### config.mk
export PLATFORM = sky130hd
export DESIGN_NAME = pwm_multi
export DESIGN_NICKNAME = d
export VERILOG_FILES = /design/src/rtl/pwm_multi.sv
export SDC_FILE = /design/constraint.sdc
export NUM_CORES = 1
export LEC_CHECK = 0
export BUFFER_PORTS_ARGS = -buffer_cell sky130_fd_sc_hd__buf_2
export CORE_ASPECT_RATIO = 1.75
export CORE_MARGIN = 5
export CORE_UTILIZATION = 35
export DETAILED_ROUTE_END_ITERATION = 16
export PLACE_DENSITY_LB_ADDON = 0.25
export SLEW_MARGIN = 20
export SYNTH_ARGS = -nofsm -noshare
export SYNTH_HDL_FRONTEND = slang
export SYNTH_SLANG_ARGS = --single-unit
### constraint.sdc
create_clock -name clk -period 3.25 [get_ports clk]
set_input_delay 0.1625 -clock clk [delete_from_list [all_inputs] [get_ports clk]]
set_output_delay 0.1625 -clock clk [all_outputs]
set_load 0.05 [all_outputs]
### src/rtl/pwm_multi.sv
// pwm_multi: CHANNELS-wide PWM generator with one shared prescaler and period counter,
// edge/center alignment and double-buffered settings. Define PWM_DEADTIME_EN for dead-band.
module pwm_multi #(
   parameter int WIDTH    = 8,
   parameter int CHANNELS = 4,
   parameter int PRESC_W  = 8,
   localparam int SEL_W   = (CHANNELS > 1) ? $clog2(CHANNELS) : 1
) (
   input  logic                clk,
   input  logic                rst_n,
   input  logic                en,
   input  logic [PRESC_W-1:0]  prescale,
   input  logic [WIDTH-1:0]    period,
   input  logic                center_mode,
   input  logic                duty_wr,
   input  logic [SEL_W-1:0]    duty_sel,
   input  logic [WIDTH-1:0]    duty_data,
   input  logic [3:0]          dead_time,
   output logic [CHANNELS-1:0] pwm_out,
   output logic [CHANNELS-1:0] pwm_out_n,
   output logic                period_tick
);

   logic [PRESC_W-1:0]  presc_q, presc_d;
   logic [WIDTH-1:0]    cnt_q, cnt_d;
   logic                dir_q, dir_d;
   logic [WIDTH-1:0]    shadow_q   [CHANNELS];
   logic [WIDTH-1:0]    shadow_d   [CHANNELS];
   logic [WIDTH-1:0]    duty_act_q [CHANNELS];
   logic [WIDTH-1:0]    duty_act_d [CHANNELS];
   logic [WIDTH-1:0]    period_act_q, period_act_d;
   logic                mode_act_q, mode_act_d;
   logic [CHANNELS-1:0] pwm_out_q, pwm_out_d;
   logic [CHANNELS-1:0] pwm_out_n_q, pwm_out_n_d;
   logic                period_tick_q, period_tick_d;
   logic                tick;
   logic                boundary;
   logic                reload;
   logic [CHANNELS-1:0] cmp;

   // NOTE: every signal driven in an always_comb gets a default first, so no path infers a latch.
   always_comb begin
      presc_d  = presc_q;
      cnt_d    = cnt_q;
      dir_d    = dir_q;
      boundary = 1'b0;
      tick     = (presc_q == prescale);
      if (!en) begin
         presc_d = '0;
         cnt_d   = '0;
         dir_d   = 1'b0;
      end else if (!tick) begin
         presc_d = presc_q + PRESC_W'(1);
      end else begin
         presc_d = '0;
         if (!mode_act_q) begin
            if (cnt_q >= period_act_q) begin
               cnt_d    = '0;
               boundary = 1'b1;
            end else begin
               cnt_d = cnt_q + WIDTH'(1);
            end
         end else if (period_act_q == '0) begin
            cnt_d    = '0;
            dir_d    = 1'b0;
            boundary = 1'b1;
         end else if (!dir_q && (cnt_q < period_act_q)) begin
            cnt_d = cnt_q + WIDTH'(1);
         end else begin
            // Top of the triangle and the down slope; reaching 0 closes the period.
            cnt_d    = cnt_q - WIDTH'(1);
            boundary = (cnt_q == WIDTH'(1));
            dir_d    = ~boundary;
         end
      end
   end

   // While stopped, the active set tracks the shadows so a restart uses the latest values.
   always_comb begin
      reload       = ~en | boundary;
      period_act_d = reload ? period : period_act_q;
      mode_act_d   = reload ? center_mode : mode_act_q;
      for (int i = 0; i < CHANNELS; i++) begin
         shadow_d[i]   = shadow_q[i];
         duty_act_d[i] = reload ? shadow_q[i] : duty_act_q[i];
      end
      if (duty_wr && (int'(duty_sel) < CHANNELS)) begin
         shadow_d[duty_sel] = duty_data;
      end
   end

   always_comb begin
      for (int i = 0; i < CHANNELS; i++) begin
         cmp[i] = (cnt_q < duty_act_q[i]);
      end
   end

`ifdef PWM_DEADTIME_EN
   // Each channel remembers which output should be high and for how long that has held.
   logic [1:0] phase_q [CHANNELS];
   logic [1:0] phase_d [CHANNELS];
   logic [3:0] run_q   [CHANNELS];
   logic [3:0] run_d   [CHANNELS];

   always_comb begin
      period_tick_d = boundary;
      pwm_out_d     = '0;
      pwm_out_n_d   = '0;
      for (int i = 0; i < CHANNELS; i++) begin
         phase_d[i] = {en & cmp[i], en & ~cmp[i]};
         if (phase_d[i] != phase_q[i]) begin
            run_d[i] = '0;
         end else if (run_q[i] != 4'hF) begin
            run_d[i] = run_q[i] + 4'd1;
         end else begin
            run_d[i] = run_q[i];
         end
         pwm_out_d[i]   = phase_d[i][1] & (run_d[i] >= dead_time);
         pwm_out_n_d[i] = phase_d[i][0] & (run_d[i] >= dead_time);
      end
   end

   always_ff @(posedge clk or negedge rst_n) begin
      if (!rst_n) begin
         for (int i = 0; i < CHANNELS; i++) begin
            phase_q[i] <= '0;
            run_q[i]   <= '0;
         end
      end else begin
         for (int i = 0; i < CHANNELS; i++) begin
            phase_q[i] <= phase_d[i];
            run_q[i]   <= run_d[i];
         end
      end
   end
`else
   logic unused_dead_time;
   assign unused_dead_time = ^dead_time;

   always_comb begin
      period_tick_d = boundary;
      pwm_out_d     = {CHANNELS{en}} & cmp;
      pwm_out_n_d   = {CHANNELS{en}} & ~cmp;
   end
`endif

   // NOTE: state flops use non-blocking assignments so every flop samples pre-edge values.
   always_ff @(posedge clk or negedge rst_n) begin
      if (!rst_n) begin
         presc_q       <= '0;
         cnt_q         <= '0;
         dir_q         <= 1'b0;
         period_act_q  <= '0;
         mode_act_q    <= 1'b0;
         pwm_out_q     <= '0;
         pwm_out_n_q   <= '0;
         period_tick_q <= 1'b0;
         // NOTE: duty registers are a handful of flops, not RAM, so they are reset with the rest.
         for (int i = 0; i < CHANNELS; i++) begin
            shadow_q[i]   <= '0;
            duty_act_q[i] <= '0;
         end
      end else begin
         presc_q       <= presc_d;
         cnt_q         <= cnt_d;
         dir_q         <= dir_d;
         period_act_q  <= period_act_d;
         mode_act_q    <= mode_act_d;
         pwm_out_q     <= pwm_out_d;
         pwm_out_n_q   <= pwm_out_n_d;
         period_tick_q <= period_tick_d;
         for (int i = 0; i < CHANNELS; i++) begin
            shadow_q[i]   <= shadow_d[i];
            duty_act_q[i] <= duty_act_d[i];
         end
      end
   end

   assign pwm_out     = pwm_out_q;
   assign pwm_out_n   = pwm_out_n_q;
   assign period_tick = period_tick_q;

endmodule

==> results.sh, run 1 <==
export IMPL_vias_per_cell=5.09
export IMPL_max_freq_ghz=0.380
export IMPL_cts_setup_buffers=0
export IMPL_finalCriticalPeriod_ns=2.63
export IMPL_post_cts_resized=0
export IMPL_dpl_hpwl_um=8370
export IMPL_cap_violations=0
export IMPL_num_io_pins=44
export IMPL_critPathMaxFanout=41
export IMPL_cp_end_kind="flip-flop"
export IMPL_period_share=0.809
export IMPL_synth_distinct_cells=52
export IMPL_async_flop_share=1.00
export IMPL_grt_util_all_layers=0.131
export IMPL_initial_core_util=0.355
export IMPL_netlist_area_um2=5270
export IMPL_status="completed"
export IMPL_synthMuxAreaShare=0.185
export IMPL_core_um2=14800
export IMPL_hp_class="in2reg"
export IMPL_netlist_area_leader_share=0.470
export IMPL_crit_type="reg2reg"
export IMPL_crit_slowest_cell="dfrtp_1"
export IMPL_synth_seq_cells=99
export IMPL_yosys_area_share_simple=0.0826
export IMPL_routabilityCongestion=0.854
export IMPL_gr_total_overflow=0
export IMPL_routedWlPerCell_um=16.6
export IMPL_place_area_um2=5710
export IMPL_fin_skew_ns=0.0102
export IMPL_slowest_delay_ns=0.56
export IMPL_finalHoldViolations=0
export IMPL_power_density_nw_per_um2=521
export IMPL_antenna_found_initial=0
export IMPL_synthAdderAreaFrac=0.0950
export IMPL_synthFlopType="dfrtp_1"
export IMPL_placement_rows=59
export IMPL_cts_max_level=3
export IMPL_synth_warning_count=0
export IMPL_grt_pass1_vias=3681
export IMPL_final_area_um2=6000
export IMPL_fp_dieH_um=172
export IMPL_vias=3365
export IMPL_cts_tree="yes"
export IMPL_cts_buffer_depth=2
export IMPL_synth_top_family_by_area="multiplexers"
export IMPL_peakVddDrop_v=0.000209
export IMPL_syn_nets=494
export IMPL_drc=0
export IMPL_syn_inst=419
export IMPL_fin_setup_tns_ns=0
export IMPL_synth_xor_area_frac=0.0233
export IMPL_synth_top_cells_by_area="dfrtp_1 (47%), mux2_4 (11%), ha_1 (9.5%), mux2_2 (6.8%), inv_1 (2.7%)"
export IMPL_drive_gt1_frac=0.305
export IMPL_clock_latency_ns=0.35
export IMPL_dr_pass1_iters=4
export IMPL_area_growth_pct=13.9
export IMPL_synth_compound_area_frac=0.0990
export IMPL_antennaDiodeCount=0
export IMPL_leakage_uw=0.00308
export IMPL_worst_pin_slew_ns=0.688
export IMPL_relSlewSlack=0.537
export IMPL_crit_required_ns=3.48
export IMPL_root_buffer="clkbuf_16"
export IMPL_syn_area_per_cell_um2=12.6
export IMPL_start_kind="flip-flop"
export IMPL_grt_pass1_wl_um=17900
export IMPL_rsz0062_at_grt="no"
export IMPL_chipWidth_um=103
export IMPL_seq_area_frac_synth=0.470
export IMPL_worst_ep_arrival_time_ns=2.86
export IMPL_finalNetCount=548
export IMPL_setup_viol=0
export IMPL_numCtsBuffers=9
export IMPL_synth_edf_count=0
export IMPL_grt_max_degree=81
export IMPL_synth_top_area_cell="dfrtp_1"
export IMPL_antenna_left=0
export IMPL_drt_initial_drc_count=109
export IMPL_die_area_um2=17700
export IMPL_clkSlewWorstSetupHoldPaths_ns=0.07
export IMPL_drv_slew=0
export IMPL_cts_sinks=99
export IMPL_cp_cell_sequence="inv_1 > ha_1 > nor2b_1 > o211ai_1 > a21oi_2 > nor3_2 > o21ai_4 > buf_12 > mux2_1"
export IMPL_drt_wl_total_um=11000
export IMPL_port_buffers=39
-- flip-flops by register name, summed over array words and instances (netlist names) --
register,count
period_tick,1
pwm_out,4
duty_act_q,32
pwm_out_n,4
period_act_q,8
mode_act_q,1
shadow_q,32
dir_q,1
cnt_q,8
presc_q,8
-- Yosys cell counts (all sizes together) (3+ instances only) --
cell type  instances
xor2              12
and3              10
o21ai              8
nor3               5
and2               4
ha                40
a21o              14
nor4               3
nand3              7
buf                6
a31oi              5
dfrtp             99
o311a              4
a22oi              4
nand2b            11
o21a               6
mux2              73
o211a              3
o2111ai            3
nor2              12
nor3b              4
inv               38
a21oi             15
nand2             12
-- metal layers --
| layer | track usage | wire (µm) | vias to the layer above |
|---|---|---|---|
| met3 | 0.0246 | 336 | 18 |
| met4 | 0.0609 | 317 | 0 |
| met5 | 0 | 0 | - |
| met2 | 0.249 | 6090 | 62 |
| li1 | - | - | 1602 |
| met1 | 0.135 | 4240 | 1683 |
-- cells by family after synthesis --
| group | count (synthesis) |
|---|---|
| adder cells (fa/ha/maj) | 40 |
| multiplexers | 73 |
| XOR/XNOR | 14 |
| AO/OA/AOI/OAI | 71 |
| buffers and inverters | 46 |
| AND/OR/NAND/NOR | 76 |
| flip-flops | 99 |
-- where the power goes --
part           switching, µW  internal [µW]  total (µW)  leakage, µW
sequential               116           1420        1540      0.00121
clock                    499            536        1040     0.000134
combinational            232            319         551      0.00173
total                    848           2280        3120      0.00308
-- layout make-up --
cell class	count	area [µm²]
Timing Repair Buffer	51	315
Inverter	38	143
Multi-Input combinational cell	274	2550
Fill cell	1435	8840
Clock inverter	6	55.1
Clock buffer	10	229
Tap cell	183	229
Sequential cell	99	2480
-- path summary, 6_finish.rpt --
kind / slack, ns / from / end / depth (start not counted)
max: 0.62 / cnt_q[0]$_DFFE_PN0P_ / mode_act_q$_DFFE_PN0P_ / 9
min: 0.03 / center_mode / mode_act_q$_DFFE_PN0P_ / 2
max reg2reg: 0.62 / cnt_q[0]$_DFFE_PN0P_ / mode_act_q$_DFFE_PN0P_ / 9
min reg2reg: 0.50 / shadow_q[13]$_DFFE_PN0P_ / duty_act_q[13]$_DFFE_PN0P_ / 1
max in group asynchronous: 2.32 / rst_n / dir_q$_DFFE_PN0P_ / 3
min in group asynchronous: 0.23 / rst_n / shadow_q[17]$_DFFE_PN0P_ / 2
-- through the flow --
step | instances | setup WS (ns) | utilization | total power, µW | hold slack (ns)
after floorplan | 419 | 0.952 | - | 1950 | -0.133
after global placement | 644 | 0.673 | 0.385 | 2080 | 0.0528
after detailed placement | 644 | 0.595 | 0.385 | 2130 | 0.0609
after CTS | 661 | 0.583 | 0.404 | 3180 | 0.0274
after global routing | 661 | 0.462 | 0.404 | 3290 | 0.0358
final | 661 | 0.621 | 0.404 | 3120 | 0.0347
-- timing repair --
item | in CTS | in global routing
hold buffers | 1 | 0
endpoints found under the hold margin | 19 | 0
endpoints found under the setup margin | 0 | 0
-- worst max-delay path: cells and delay by family (launching register included) --
| kind | cells | cell delay [ns] |
|---|---|---|
| compound gates | 3 | 0.62 |
| fa+ha+maj | 1 | 0.23 |
| buf+inv | 2 | 0.48 |
| flops | 1 | 0.56 |
| mux | 1 | 0.36 |
| simple gates | 2 | 0.25 |
-- layout by cell type, fill, tap and decap left out, types with 5 or more instances in the layout --
cell	instances
buf_2	38
ha_1	40
xor2_1	12
inv_1	38
mux2_4	40
nor2_1	12
a21oi_1	14
nand3_1	7
a31oi_1	5
and3_1	10
a21o_1	14
nand2_1	12
o21a_1	5
mux2_2	32
nand2b_1	10
dfrtp_1	99
buf_4	10
clkbuf_16	9
(Power assumes the default switching activity.)
==> run 2: changes to the inputs <==
ABC_AREA = 1   (was unset)
clock period = 2.4 ns   (was 3.25 ns; I/O delays follow)
==> run 2 against run 1 <==
  * Utilization is 0.59 points higher
  * Final area rose by 5.8%
  * Area after synthesis is 5.0% higher
  * Critical path type unchanged
  * Cell count increased by 38%
  * Total power grew 32%
  * Critical endpoint is now duty_act_q[17]$_DFFE_PN0P_
==> results.sh, run 2 <==
export IMPL_vias_per_cell=4.80
export IMPL_grt_util_all_layers=0.146
export IMPL_fin_setup_tns_ns=0
export IMPL_antenna_found_initial=0
export IMPL_final_util=0.410
export IMPL_cts_max_level=3
export IMPL_setup_viol=0
export IMPL_placement_rows=60
export IMPL_fin_ws_ns=0.233
export IMPL_vias=4390
export IMPL_final_common_cell="nand2_1"
export IMPL_finalNetCount=798
export IMPL_reg_top3="duty_act_q x32, shadow_q x32"
export IMPL_routedWlPerCell_um=14.1
export IMPL_numCtsBuffers=9
export IMPL_start_kind="flip-flop"
export IMPL_async_flop_share=1.00
export IMPL_fillers=1572
export IMPL_die_area_um2=18500
export IMPL_period_share=0.903
export IMPL_synth_distinct_cells=35
export IMPL_cap_violations=0
export IMPL_grt_pass1_vias=4614
export IMPL_leakage_uw=0.00342
export IMPL_max_freq_ghz=0.461
export IMPL_cts_tree="yes"
export IMPL_worst_ep_arrival_time_ns=2.41
export IMPL_synth_top_area_cell="dfrtp_1"
export IMPL_status="completed"
export IMPL_grt_max_degree=48
export IMPL_finalHoldViolations=0
export IMPL_fp_dieH_um=176
export IMPL_area_growth_pct=14.7
export IMPL_worst_pin_slew_ns=0.596
export IMPL_cts_buffer_depth=2
export IMPL_crit_type="reg2reg"
export IMPL_drv_slew=0
export IMPL_gr_total_overflow=0
export IMPL_cp_end_kind="flip-flop"
export IMPL_synthTopCellsByCount="nand2_1 (197), dfrtp_1 (99), inv_1 (75), nand3_1 (65), o21ai_0 (42)"
export IMPL_grt_pass1_wl_um=22000
export IMPL_ff_latch_area_um2=2480
export IMPL_finalCriticalPeriod_ns=2.17
export IMPL_root_buffer="clkbuf_16"
export IMPL_netlist_area_leader_share=0.448
export IMPL_whs_ns=0.00503
export IMPL_drt_wl_total_um=12900
export IMPL_fin_skew_ns=0.00682
export IMPL_drt_initial_drc_count=158
export IMPL_synth_warning_count=0
export IMPL_clkSlewWorstSetupHoldPaths_ns=0.07
export IMPL_num_io_pins=44
export IMPL_clock_latency_ns=0.35
export IMPL_dr_pass1_iters=4
export IMPL_syn_nets=746
export IMPL_p_total_uw=4120
export IMPL_drc=0
export IMPL_hp_class="in2reg"
export IMPL_port_buffers=39
export IMPL_drive_gt1_frac=0.150
export IMPL_synth_edf_count=0
export IMPL_chipWidth_um=105
export IMPL_crit_required_ns=2.64
export IMPL_cts_sinks=99
export IMPL_core_um2=15500
export IMPL_seq_area_frac_synth=0.448
export IMPL_syn_inst=671
export IMPL_peakVddDrop_v=0.000354
export IMPL_syn_area_per_cell_um2=8.25
export IMPL_antennaDiodeCount=0
export IMPL_antenna_left=0
export IMPL_rsz0062_at_grt="no"
export IMPL_dpl_hpwl_um=9790
export IMPL_relSlewSlack=0.601
export IMPL_synth_top_cells_by_area="dfrtp_1 (45%), nand2_1 (13%), ha_1 (9.0%), nand3_1 (5.9%), inv_1 (5.1%)"
export IMPL_critPathMaxFanout=41
export IMPL_power_density_nw_per_um2=650
export IMPL_routabilityCongestion=0.911
export IMPL_multi_input_area_um2=2610
export IMPL_synthFlopType="dfrtp_1"
export IMPL_synth_most_common_cell="nand2_1"
export IMPL_synth_seq_cells=99
export IMPL_final_cell_mix="nand2_1 (197), dfrtp_1 (99), inv_1 (75)"
export IMPL_pre_cts_slack_ns=0.147
export IMPL_initial_core_util=0.358
export IMPL_netlist_area_um2=5530
## run 2: changes by cell type in the layout (fill, tap and decap cells not counted), moves of 11 or more
| cell | before | now |
|---|---|---|
| o21ai_0 | 1 | 42 |
| nor2_1 | 12 | 31 |
| nand3_1 | 7 | 65 |
| nand2_1 | 12 | 197 |
| a21o_1 | 14 | 1 |
| mux2_2 | 32 | 0 |
| a21oi_1 | 14 | 25 |
| mux2_4 | 40 | 0 |
| inv_1 | 38 | 75 |
| nand2_2 | 0 | 13 |
## run 2: repair_timing
| action | in CTS | in global routing |
|---|---|---|
| buffers inserted | 0 | 0 |
| gates resized for setup | 0 | 1 |
| hold buffers | 9 | 0 |
| endpoints found under the hold margin | 53 | 0 |
| setup endpoints to repair | 0 | 28 |
## run 2: logic make-up (layout without fill, tap and decap cells)
group,count (synthesis),after routing,synth area share
simple gates,344,344,0.291
buf+inv,101,158,0.0814
flops,99,99,0.448
compound gates,75,75,0.0708
fa+ha+maj,40,40,0.0904
xor+xnor,12,12,0.0190
## run 2: per-layer routing
metal  GRT usage  vias up  share of wire
met2       0.275       74           0.55
met3      0.0263       23          0.028
met5           0        -              0
met4      0.0683        0          0.036
li1            -     2247              -
met1       0.155     2046           0.38
## run 2: through the flow
step / instances / cell area, µm²
after global routing: 914 / 6350
after floorplan: 671 / 5530
final: 914 / 6350
after global placement: 889 / 5960
after CTS: 914 / 6340
after detailed placement: 889 / 5960
## run 2: layout make-up
type	count	area share
Sequential cell	99	0.390
Clock inverter	6	0.00887
Multi-Input combinational cell	471	0.411
Clock buffer	10	0.0377
Inverter	80	0.0473
Timing Repair Buffer	62	0.0678
Tap cell	186	0.0367
## run 2: worst paths after layout
check | start | to | slack, ns | cells past startpoint
worst min register to register | shadow_q[1]$_DFFE_PN0P_ | duty_act_q[1]$_DFFE_PN0P_ | 0.47 | 2
worst min-delay path | center_mode | mode_act_q$_DFFE_PN0P_ | 0.005 | 3
worst max register to register | cnt_q[0]$_DFFE_PN0P_ | duty_act_q[17]$_DFFE_PN0P_ | 0.23 | 12
max in group asynchronous | rst_n | dir_q$_DFFE_PN0P_ | 1.44 | 3
min in group asynchronous | rst_n | shadow_q[1]$_DFFE_PN0P_ | 0.31 | 2
worst max-delay path | cnt_q[0]$_DFFE_PN0P_ | duty_act_q[17]$_DFFE_PN0P_ | 0.23 | 12
## run 2: worst max-delay path, stage by stage (launching register included)
cell,delay (ns)
dfrtp_1,0.51
inv_2,0.07
ha_1,0.30
nand2_1,0.06
nor2_1,0.05
a21oi_2,0.24
nand3_2,0.12
nand2_1,0.08
inv_2,0.04
nand2_4,0.12
nand2_8,0.22
nand2_1,0.15
nand2_1,0.06
## run 2: report_power, final
| group | internal (µW) | total, µW | switching (µW) | leakage, µW |
|---|---|---|---|---|
| sequential | 1870 | 1990 | 120 | 0.00127 |
| clock | 752 | 1430 | 674 | 0.000143 |
| combinational | 258 | 702 | 445 | 0.00202 |
